### src/rtl/om_pkg.sv
// Shared definitions for the online multiplier sequencer: digit encoding,
// controller states and the iteration-counter width helper.
package om_pkg;

  localparam logic [1:0] DIG_POS  = 2'b10;
  localparam logic [1:0] DIG_NEG  = 2'b01;
  localparam logic [1:0] DIG_ZERO = 2'b00;

  typedef enum logic [2:0] {
    ST_IDLE  = 3'd0,
    ST_LOAD  = 3'd1,
    ST_RUN   = 3'd2,
    ST_FLUSH = 3'd3,
    ST_DRAIN = 3'd4
  } om_state_t;

  // Counter must reach N+DELTA, so it needs ceil(log2(N+DELTA+1)) bits.
  function automatic int om_cnt_width(input int n, input int delta);
    return $clog2(n + delta + 1);
  endfunction

  // {pos,neg} = 11 has no meaning in the signed-digit encoding.
  function automatic logic dig_illegal(input logic [1:0] d);
    return (d == 2'b11);
  endfunction

endpackage

### src/rtl/om_digit_buf.sv
// One-entry valid/ready register holding the next product digit for the sink.
module om_digit_buf
  import om_pkg::*;
(
  input  logic       clk,
  input  logic       rst,
  input  logic       load,
  input  logic [1:0] data,
  input  logic       ready,
  output logic       valid,
  output logic       space,
  output logic [1:0] z
);

  assign space = !valid || ready;

  // Load wins over drain, so a same-cycle drain and reload keeps valid high.
  always_ff @(posedge clk or posedge rst) begin
    if (rst) begin
      valid <= 1'b0;
      z     <= DIG_ZERO;
    end else if (load) begin
      valid <= 1'b1;
      z     <= data;
    end else if (ready) begin
      valid <= 1'b0;
      z     <= z;
    end else begin
      valid <= valid;
      z     <= z;
    end
  end

endmodule

### src/rtl/om_seq_ctrl.sv
// Sequencer for the MSDF online multiplier: streams operands, flushes DELTA zero digits,
// buffers product digits. Illegal-digit checking is built when OMC_DIGIT_CHK_EN is defined.
module om_seq_ctrl
  import om_pkg::*;
#(
  parameter int N     = 8,
  parameter int DELTA = 3
) (
  input  logic       clk,
  input  logic       rst,
  input  logic       start,
  output logic       busy,
  output logic       done,
  input  logic       in_valid,
  output logic       in_ready,
  input  logic [1:0] in_xd,
  input  logic [1:0] in_yd,
  output logic       slice_init,
  output logic       slice_en,
  output logic [1:0] slice_xd,
  output logic [1:0] slice_yd,
  input  logic [1:0] slice_z,
  output logic       out_valid,
  input  logic       out_ready,
  output logic [1:0] out_z,
  output logic       err
);

  localparam int CW = om_cnt_width(N, DELTA);
  localparam logic [CW-1:0] CNT_N      = CW'(N);
  localparam logic [CW-1:0] CNT_DELTA  = CW'(DELTA);
  localparam logic [CW-1:0] LAST_LOAD  = CW'(DELTA - 1);
  localparam logic [CW-1:0] LAST_RUN   = CW'(N - 1);
  localparam logic [CW-1:0] LAST_FLUSH = CW'(N + DELTA - 1);

  om_state_t     state_r;
  om_state_t     state_nxt_s;
  logic [CW-1:0] cnt_r;
  logic          space_s;
  logic          fire_s;
  logic          accept_s;
  logic          live_s;
  logic          load_s;
  logic          drain_hs_s;

  assign accept_s   = (state_r == ST_IDLE) && start;
  assign live_s     = (cnt_r < CNT_N);
  assign load_s     = fire_s && (cnt_r >= CNT_DELTA);
  assign drain_hs_s = (state_r == ST_DRAIN) && out_valid && out_ready;
  assign slice_init = accept_s;
  assign slice_en   = fire_s;
  assign in_ready   = (state_r == ST_LOAD) || ((state_r == ST_RUN) && space_s);

  // An iteration fires only when its operands are present and its product digit has room.
  always_comb begin
    fire_s = 1'b0;
    case (state_r)
      ST_LOAD:  fire_s = in_valid;
      ST_RUN:   fire_s = in_valid && space_s;
      ST_FLUSH: fire_s = space_s;
      default:  fire_s = 1'b0;
    endcase
  end

`ifdef OMC_DIGIT_CHK_EN
  logic err_set_s;
  logic err_r;

  // Illegal digits are replaced by zero so the slices never see an undefined value.
  always_comb begin
    slice_xd  = DIG_ZERO;
    slice_yd  = DIG_ZERO;
    err_set_s = 1'b0;
    if (live_s) begin
      slice_xd  = dig_illegal(in_xd) ? DIG_ZERO : in_xd;
      slice_yd  = dig_illegal(in_yd) ? DIG_ZERO : in_yd;
      err_set_s = fire_s && (dig_illegal(in_xd) || dig_illegal(in_yd));
    end else begin
      slice_xd  = DIG_ZERO;
      slice_yd  = DIG_ZERO;
      err_set_s = 1'b0;
    end
  end

  // Sticky until the next accepted start.
  always_ff @(posedge clk or posedge rst) begin
    if (rst) begin
      err_r <= 1'b0;
    end else if (accept_s) begin
      err_r <= 1'b0;
    end else if (err_set_s) begin
      err_r <= 1'b1;
    end else begin
      err_r <= err_r;
    end
  end

  assign err = err_r;
`else
  // Zero digits feed the slices during the flush iterations.
  always_comb begin
    slice_xd = DIG_ZERO;
    slice_yd = DIG_ZERO;
    if (live_s) begin
      slice_xd = in_xd;
      slice_yd = in_yd;
    end else begin
      slice_xd = DIG_ZERO;
      slice_yd = DIG_ZERO;
    end
  end

  assign err = 1'b0;
`endif

  // Phase transitions are keyed to the fire of the last iteration of each phase.
  always_comb begin
    state_nxt_s = state_r;
    case (state_r)
      ST_IDLE:  if (start) state_nxt_s = ST_LOAD;
                else state_nxt_s = ST_IDLE;
      ST_LOAD:  if (fire_s && (cnt_r == LAST_LOAD)) state_nxt_s = ST_RUN;
                else state_nxt_s = ST_LOAD;
      ST_RUN:   if (fire_s && (cnt_r == LAST_RUN)) state_nxt_s = ST_FLUSH;
                else state_nxt_s = ST_RUN;
      ST_FLUSH: if (fire_s && (cnt_r == LAST_FLUSH)) state_nxt_s = ST_DRAIN;
                else state_nxt_s = ST_FLUSH;
      ST_DRAIN: if (drain_hs_s) state_nxt_s = ST_IDLE;
                else state_nxt_s = ST_DRAIN;
      default:  state_nxt_s = ST_IDLE;
    endcase
  end

  // State, iteration counter and status flags.
  always_ff @(posedge clk or posedge rst) begin
    if (rst) begin
      state_r <= ST_IDLE;
      cnt_r   <= {CW{1'b0}};
      busy    <= 1'b0;
      done    <= 1'b0;
    end else begin
      state_r <= state_nxt_s;
      done    <= drain_hs_s;
      if (accept_s) begin
        cnt_r <= {CW{1'b0}};
      end else if (fire_s) begin
        cnt_r <= cnt_r + CW'(1);
      end else begin
        cnt_r <= cnt_r;
      end
      if (accept_s) begin
        busy <= 1'b1;
      end else if (drain_hs_s) begin
        busy <= 1'b0;
      end else begin
        busy <= busy;
      end
    end
  end

  om_digit_buf u_buf (
    .clk   (clk),
    .rst   (rst),
    .load  (load_s),
    .data  (slice_z),
    .ready (out_ready),
    .valid (out_valid),
    .space (space_s),
    .z     (out_z)
  );

endmodule

### config.mk
export PLATFORM = sky130hd
export DESIGN_NAME = om_seq_ctrl
export DESIGN_NICKNAME = d
export VERILOG_FILES = /design/src/rtl/om_pkg.sv /design/src/rtl/om_digit_buf.sv /design/src/rtl/om_seq_ctrl.sv
export SDC_FILE = /design/constraint.sdc
export NUM_CORES = 1
export LEC_CHECK = 0
export CELL_PAD_IN_SITES_DETAIL_PLACEMENT = 1
export CELL_PAD_IN_SITES_GLOBAL_PLACEMENT = 1
export CORE_MARGIN = 2
export CORE_UTILIZATION = 30
export DETAILED_ROUTE_END_ITERATION = 10
export PLACE_DENSITY_LB_ADDON = 0.1
export SYNTH_ARGS = -nofsm -noshare
export SYNTH_HDL_FRONTEND = slang
export SYNTH_HIERARCHICAL = 1
export SYNTH_SLANG_ARGS = --single-unit
### constraint.sdc
create_clock -name clk -period 3.51 [get_ports clk]
set_input_delay 0.702 -clock clk [delete_from_list [all_inputs] [get_ports clk]]
set_output_delay 0.702 -clock clk [all_outputs]
set_load 0.01 [all_outputs]
---- After elaboration in Yosys (flattened, before gate mapping) ----
Index checks and enable logic that the tools add are counted.
word-level totals
  bits in registers ....................... 12
  input bits .............................. 11
  output and inout port bits .............. 13
  word-level logic and storage cells ...... 47
operators by class
  add/sub/neg operators ................... 1
  $lt $le $gt $ge ......................... 2
  equal/unequal tests ..................... 7
  mux-type cells .......................... 15
  reductions and logical operators ........ 16
operators by type and width
  cell                                                 number
  case mux 3 bit (5 select lines)                      1
  logical AND 1 bit                                    9
  2-to-1 mux 4 bit                                     2
  == test 3 x 2 -> 1 bit, second input constant        2
  2-to-1 mux 1 bit                                     6
  2-to-1 mux 2 bit                                     3
  2-to-1 mux 3 bit                                     2
  nonzero test 2 bit                                   3
  adder 4 x 1 -> 4 bit, second input constant          1
  == test 4 x 2 -> 1 bit, second input constant        1
  == test 4 x 3 -> 1 bit, second input constant        1
  == test 4 bit, second input constant                 1
  >= comparator 4 x 2 -> 1 bit, second input constant  1
  < comparator 4 bit, second input constant            1
  == test 3 x 1 -> 1 bit, second input constant        1
  == test 3 bit, second input constant                 1
  logical NOT 3 bit                                    1
  case mux 1 bit (3 select lines)                      1
  logical OR 1 bit                                     2
  logical NOT 1 bit                                    1

---- Depth between registers and ports, before layout ----
Gate-level depths: netlist of the first run.
  word-level depth ........................ 7
  depth in mapped cells ................... 6
  mapped depth without buffers ............ 6

---- By module ----
Netlist of the first run, hierarchy kept.
by module, submodules not included
  module        instances  cells each  area each (sq um)  seq. area each (sq um)
  om_seq_ctrl   1          65          579.3              225.2
  om_digit_buf  1          8           116.4              75.1

---- Worst setup path after synthesis of the first run ----
No wires, ideal clock.
  kind .................................... input to output
  start ................................... in out_ready
  end ..................................... out in_ready
  arrival time ............................ 1,428 ps
  required time ........................... 2,808 ps
  path slack .............................. 1,380 ps
  stages .................................. 4
  path buffers ............................ 0
  cell sequence ........................... nand2b_1 > nand2_1 > mux2_2 > nor2_1
on the way
  word-level cells in the longest chain between the ends .. 3
RTL lines
  what               RTL line            RTL
  start, declared    om_seq_ctrl.sv:24   input logic out_ready,
  logical OR 1 bit   om_digit_buf.sv:15  assign space = !valid || ready;
  logical AND 1 bit  om_seq_ctrl.sv:52   assign in_ready = (state_r == ST_LOAD) || ((state_r == ST_RUN) && space_s);
  logical OR 1 bit   om_seq_ctrl.sv:52
  end, declared      om_seq_ctrl.sv:15   output logic in_ready,
No other way between the ends.

---- Worst setup path after layout of the first run ----
  start ................................... in out_ready
  end ..................................... out in_ready
on the way
  word-level cells in the longest chain between the ends .. 3
RTL lines
  what               RTL line            RTL
  logical OR 1 bit   om_digit_buf.sv:15
  named net space_s  om_seq_ctrl.sv:39   logic space_s;
  logical AND 1 bit  om_seq_ctrl.sv:52
  logical OR 1 bit   om_seq_ctrl.sv:52
The timed path passes the listed nets, and every way through them passes these cells.

==> metrics.md, run 1 <==
| Metric | Value |
|---|---|
| Compound-gate portion of the synthesized area | 0.101 |
| Vias per cell | 4.56 |
| Post-synth cell types | 26 |
| Initial core utilization | 0.314 |
| Site row count | 17 |
| Vias | 561 |
| Detailed Routing Iterations Pass 1 | 4 |
| Cells after synthesis | 73 |
| Simple logic cell fraction of the synthesized area | 0.241 |
| Final Critical Period | 3.18 ns |
| I/O Buffers | 22 |
| Nets | 110 |
| Vias in the first global route | 594 |
| Initial antenna violation count | 0 |
| Seq/Total Area, Yosys | 0.432 |
| Num ports | 24 |
| DRC Markers | 0 |
| CTS tree | yes |
| Die height | 52.2 µm |
| Layout overhead on the synthesized area | 38.1% |
| Final WL | 1570 µm |
| Netlist area before placement | 696 µm² |
| Hold_ws | 0.509 ns |
| Post-CTS Setup Bufs | 0 |
| PostCTS Resize Cnt | 0 |
| Status | finished, final reports clean |
| Layout cells sized above 1 | 0.126 |
| H-tree Lvls | 1 |
| Dominant synthesized flop cell | dfrtp_1 |
| Critical-path maximum fanout | 5 |
| TritonCTS Buffers | 3 |
| Ys async rst share | 1.00 |
| Synthesized flop and latch total | 12 |
| DRT antenna net count | 0 |
| Setup CP Type | in2out |
| Worst skew pair latency | 0.26 ns |
| Width of the die | 52.2 µm |
| Fmax | 315 MHz |
| # fillers | 273 |
| Post-place setup slack | 0.310 ns |
| RSZ-0062 raised after global routing | no |
| DP HPWL | 1260 µm |
| Largest family of logic cells by synthesized area | simple AND/OR/NAND/NOR gates |
| Hold-fix buffers, CTS | 0 |
| Post-synthesis adder-cell area fraction | 0.0360 |
| Most frequent cells in the layout | clkdlybuf4s50_1, dfrtp_1, nand2_1 |
| First DRT Iteration DRCs | 6 |
| Final Hold Viols | 0 |
| Post-synthesis xor/xnor area fraction | 0.0126 |
| Core box area | 2210 µm² |
| HP Class | reg2reg |
| Critical Path Source Type | input pin |
| Inserted Diodes | 0 |
| Clock Skew | 0.000279 ns |
| Max VDD drop | 320 µV |
| Mux cell area share after synthesis | 0.106 |
| Worst Path Required | 2.81 ns |
| Die area | 2720 µm² |
| Total negative slack | 0 ns |
| Final worst slack | 0.333 ns |
| Setup crit end kind | primary output |
| Root Driver | clkbuf_4 |
| Flip-flop and latch area | 300 µm² |
| First-pass GRT wire length | 2760 µm |
| Multi-input gate area | 349 µm² |
| Synthesized Nets | 86 |
| Pwr Density | 778 nW/µm² |
| Post-synth EDFFs | 0 |
| P_leak | 0.443 nW |
| Most common cell after layout, fill and taps aside | clkdlybuf4s50_1 |
| Worst-path clk slew | 0.07 ns |
| Tot GR Track Use | 0.139 |
| Synth warnings | 6 |
| Overflow left after global routing | 0 |
| Syn avg cell area | 9.53 µm² |
| CP arrival | 2.47 ns |
| Total clock sinks | 12 |
| GP Congestion | 0.750 |
| Largest net degree at the start of global routing | 13 |
| Tcrit/Tclk final | 0.905 |
| Wirelength per Cell | 12.7 µm |
| Setup violations, final | 0 |
| Fin. max-slew vios | 0 |
| Max cap viols | 0 |
| Clock Path Buffers | 2 |
## synth_stat cells (2+ instances only)
| cell type | n | area (µm²) |
|---|---|---|
| nand3_1 | 3 | 15.0 |
| clkbuf_1 | 2 | 7.51 |
| nor2b_1 | 5 | 31.3 |
| nand2b_1 | 2 | 12.5 |
| or3_1 | 2 | 12.5 |
| ha_1 | 2 | 25.0 |
| dfrtp_1 | 12 | 300 |
| o21ai_0 | 3 | 15.0 |
| mux2_2 | 3 | 33.8 |
| a21oi_1 | 2 | 10.0 |
| mux2i_1 | 4 | 40.0 |
| nand2_1 | 9 | 33.8 |
| nor2_1 | 5 | 18.8 |
| inv_1 | 7 | 26.3 |
## worst max-delay path: stages
cell	delay, ns
clkdlybuf4s50_1	0.47
nand2b_1	0.23
nand2_1	0.16
mux2_2	0.29
nor2_1	0.08
clkdlybuf4s50_1	0.54
## metrics by stage
step / cell area [µm²] / total power, mW / util / cells
after floorplan: 696 / 0.508 / - / 73
after global placement: 938 / 0.664 / 0.424 / 120
after detailed placement: 938 / 0.675 / 0.424 / 120
after CTS: 961 / 0.761 / 0.434 / 123
after global routing: 961 / 0.820 / 0.434 / 123
final: 961 / 0.747 / 0.434 / 123
## power by group
group | leakage [nW] | switching [mW] | internal (mW) | total [mW]
clock network | 0.0138 | 0.0424 | 0.0396 | 0.0820
registers | 0.142 | 0.0760 | 0.193 | 0.269
logic | 0.286 | 0.171 | 0.225 | 0.396
## sequential cells by signal (all words and copies together) (netlist names)
signal,cells
busy,1
cnt_r,4
done,1
state_r,3
u_buf/valid,1
u_buf/z,2
## final cells by class
cell class	instances	share of cell area
Clock buffer	3	0.0234
Inverter	7	0.0273
Multi-Input combinational cell	50	0.363
Sequential cell	12	0.312
Tap cell	28	0.0365
Timing Repair Buffer	23	0.237
## logic make-up (layout without fill, tap and decap cells)
logic type,count (synthesis),count (layout)
compound gates,8,8
xor+xnor,1,1
fa+ha+maj,2,2
buf+inv,11,33
flops,12,12
mux,7,7
other cells,1,1
simple gates,31,31
## routing by layer
metal / part of all wire / vias up / wire length, µm / track usage
met4: 0.0083 / 0 / 13 / 0.0256
met5: 0 / - / 0 / 0
li1: - / 285 / - / -
met3: 0.040 / 2 / 63 / 0.0517
met2: 0.48 / 10 / 749 / 0.219
met1: 0.47 / 264 / 738 / 0.183
## worst paths after layout
path	cells after the start	from	slack, ns	endpoint
max in group asynchronous	2	rst	2.51	state_r[2]$_DFF_PP0_
setup / recovery	6	out_ready	0.33	in_ready
hold / removal	1	u_buf/z[0]$_DFFE_PP0P_	0.51	u_buf/z[0]$_DFFE_PP0P_
setup reg to reg	6	u_buf/valid$_DFFE_PP0P_	1.71	u_buf/z[1]$_DFFE_PP0P_
hold reg to reg	1	u_buf/z[0]$_DFFE_PP0P_	0.51	u_buf/z[0]$_DFFE_PP0P_
min in group asynchronous	2	rst	0.63	u_buf/valid$_DFFE_PP0P_
(Power assumes the default switching activity.)
==> run 2: changes to the inputs <==
--- a/config.mk
+++ b/config.mk
@@ -10,7 +10,9 @@
 export CORE_MARGIN = 2
 export CORE_UTILIZATION = 30
 export DETAILED_ROUTE_END_ITERATION = 10
+export GPL_TIMING_DRIVEN = 0
 export PLACE_DENSITY_LB_ADDON = 0.1
+export SLEW_MARGIN = 5
 export SYNTH_ARGS = -nofsm -noshare
 export SYNTH_HDL_FRONTEND = slang
 export SYNTH_HIERARCHICAL = 1
==> constraint.sdc (replaced) <==
create_clock -name clk -period 3.2 [get_ports clk]
set_input_delay 0.64 -clock clk [delete_from_list [all_inputs] [get_ports clk]]
set_output_delay 0.64 -clock clk [all_outputs]
set_load 0.01 [all_outputs]
==> metrics.md, run 2 (synthesized netlist as in run 1, its figures left out) <==
| Metric | Value |
|---|---|
| Hold_ws | 0.516 ns (+0.00644 ns) |
| Power Total | 836 µW (+12%) |
| Post-place setup slack | -0.0162 ns (-0.327 ns) |
| Vias in the first global route | 615 (+3.5%) |
| GP Congestion | 0.801 (+6.8%) |
| Tcrit/Tclk final | 0.946 |
| Fmax | 330 MHz |
| Width of the die | 52.2 µm (unchanged) |
| Final WL | 1640 µm (+4.5%) |
| Initial antenna violation count | 0 (unchanged) |
| DP HPWL | 1310 µm (+3.8%) |
| Max cap viols | 0 (unchanged) |
| Most frequent cells in the layout | clkdlybuf4s50_1, dfrtp_1, nand2_1 |
| Status | finished, final reports clean |
| CP arrival | 2.39 ns (-0.08 ns) |
| Setup violations, final | 0 (unchanged) |
| Critical Path Source Type | input pin |
| Die area | 2720 µm² (unchanged) |
| I/O Buffers | 22 (unchanged) |
| Largest net degree at the start of global routing | 11 (-2) |
| Initial core utilization | 0.314 (unchanged) |
| Fin. max-slew vios | 0 (unchanged) |
| Die height | 52.2 µm (unchanged) |
| Core box area | 2210 µm² (unchanged) |
| Nets | 114 (+3.6%) |
| Dpl cell area | 951 µm² (+1.3%) |
| TritonCTS Buffers | 3 (unchanged) |
| Final Hold Viols | 0 (unchanged) |
| Total negative slack | 0 ns (unchanged) |
| Worst Path Required | 2.56 ns (-0.25 ns) |
| DRT antenna net count | 0 (unchanged) |
| Most common cell after layout, fill and taps aside | clkdlybuf4s50_1 |
| HP Class | reg2reg |
| Detailed Routing Iterations Pass 1 | 2 (-2) |
| Setup crit end kind | primary output |
| Critical-path maximum fanout | 5 (unchanged) |
| Clock Skew | 0.00375 ns (+0.00347 ns) |
| Layout cells sized above 1 | 0.152 (+0.0252) |
| Root Driver | clkbuf_4 |
| Num ports | 24 (unchanged) |
| Fin util | 0.445 (+0.0102) |
| Final worst slack | 0.173 ns (-0.160 ns) |
| Worst skew pair latency | 0.27 ns (about the same) |
| Worst-path clk slew | 0.07 ns (about the same) |
| First DRT Iteration DRCs | 5 (-1) |
| Final Critical Period | 3.03 ns |
| Placed Cells | 123 (+2.5%) |
| Max VDD drop | 462 µV (+44%) |
| Vias per cell | 4.70 (+3.1%) |
| CTS tree | yes |
| Wirelength per Cell | 12.9 µm (+1.2%) |
| Design Area, Final | 983 µm² (+2.3%) |
| Reg with most FFs | cnt_r |
| Largest regs | cnt_r (4), state_r (3), u_buf/z (2) |
| H-tree Lvls | 1 (unchanged) |
| Vias | 597 (+6.4%) |
| Total clock sinks | 12 (unchanged) |
| # fillers | 271 (-0.73%) |
| P_leak | 0.454 nW (+2.6%) |
| Max FFs per register | 4 (unchanged) |
| Setup CP Type | in2out |
| Pwr Density | 850 nW/µm² (+9.4%) |
| Inserted Diodes | 0 (unchanged) |
| Layout overhead on the synthesized area | 41.4% |
| RSZ-0062 raised after global routing | no |
| Hold-fix buffers, CTS | 0 (unchanged) |
| Clock Path Buffers | 2 (unchanged) |
| Site row count | 17 (unchanged) |
| Overflow left after global routing | 0 (unchanged) |
| First-pass GRT wire length | 2820 µm (+2.2%) |
| Layout Cells excl Fill | 127 (+3.3%) |
| DRC Markers | 0 (unchanged) |
| Tot GR Track Use | 0.143 (+0.00353) |
run 2: cell types whose count changed in the layout (fill, tap and decap cells not counted):
cell,before,now
nand2b_1,2,1
buf_2,0,1
clkbuf_1,0,2
nand2b_2,1,2
buf_4,1,2
run 2: where the power goes:
group	leakage, nW	internal (mW)	total (mW)	switching (mW)
clock network	0.0138	0.0435	0.0905	0.0470
registers	0.142	0.212	0.271	0.0591
logic	0.298	0.255	0.475	0.219
total	0.454	0.511	0.836	0.325
run 2: what timing repair did:
item                                    4_1_cts  5_1_grt
pin swaps                                     1        0
gates resized for setup                       0        1
setup buffers                                 1        0
endpoints found under the setup margin        1        1
run 2: critical path, stage by stage:
cell and delay (ns):
clkdlybuf4s50_1 0.47, nand2b_2 0.19, nand2_1 0.15, mux2_2 0.30
nor2_1 0.09, clkdlybuf4s50_1 0.55
run 2: metal layers:
metal / part of all wire / GRT usage
met1: 0.47 / 0.177
met4: 0.0079 / 0.0427
met2: 0.48 / 0.228
met5: 0 / 0
met3: 0.042 / 0.0546
run 2: final cells by class:
type	instances	area, µm²	share of cell area
multi-input cells	50	352	0.358
inverters	7	26.3	0.0267
flip-flops and latches	12	300	0.305
well taps	28	35.0	0.0356
plain buffers	4	20.0	0.0204
clock buffers	3	22.5	0.0229
repair buffers	23	228	0.232
run 2: path summary, 6_finish.rpt:
kind	from	end	slack (ns)	cells past startpoint
setup / recovery	out_ready	in_ready	0.17	6
hold / removal	u_buf/z[1]$_DFFE_PP0P_	u_buf/z[1]$_DFFE_PP0P_	0.52	1
setup reg to reg	state_r[2]$_DFF_PP0_	u_buf/z[1]$_DFFE_PP0P_	1.40	6
hold reg to reg	u_buf/z[1]$_DFFE_PP0P_	u_buf/z[1]$_DFFE_PP0P_	0.52	1
max in group asynchronous	rst	cnt_r[1]$_DFFE_PP0P_	2.26	2
min in group asynchronous	rst	u_buf/valid$_DFFE_PP0P_	0.57	2
==> run 3: changes to the inputs <==
--- a/config.mk
+++ b/config.mk
@@ -5,6 +5,7 @@
 export SDC_FILE = /design/constraint.sdc
 export NUM_CORES = 1
 export LEC_CHECK = 0
+export CAP_MARGIN = 20
 export CELL_PAD_IN_SITES_DETAIL_PLACEMENT = 1
 export CELL_PAD_IN_SITES_GLOBAL_PLACEMENT = 1
 export CORE_MARGIN = 2
==> results of run 3 <==
Same layout as run 2: the final DEF is identical, and so are final timing and power.
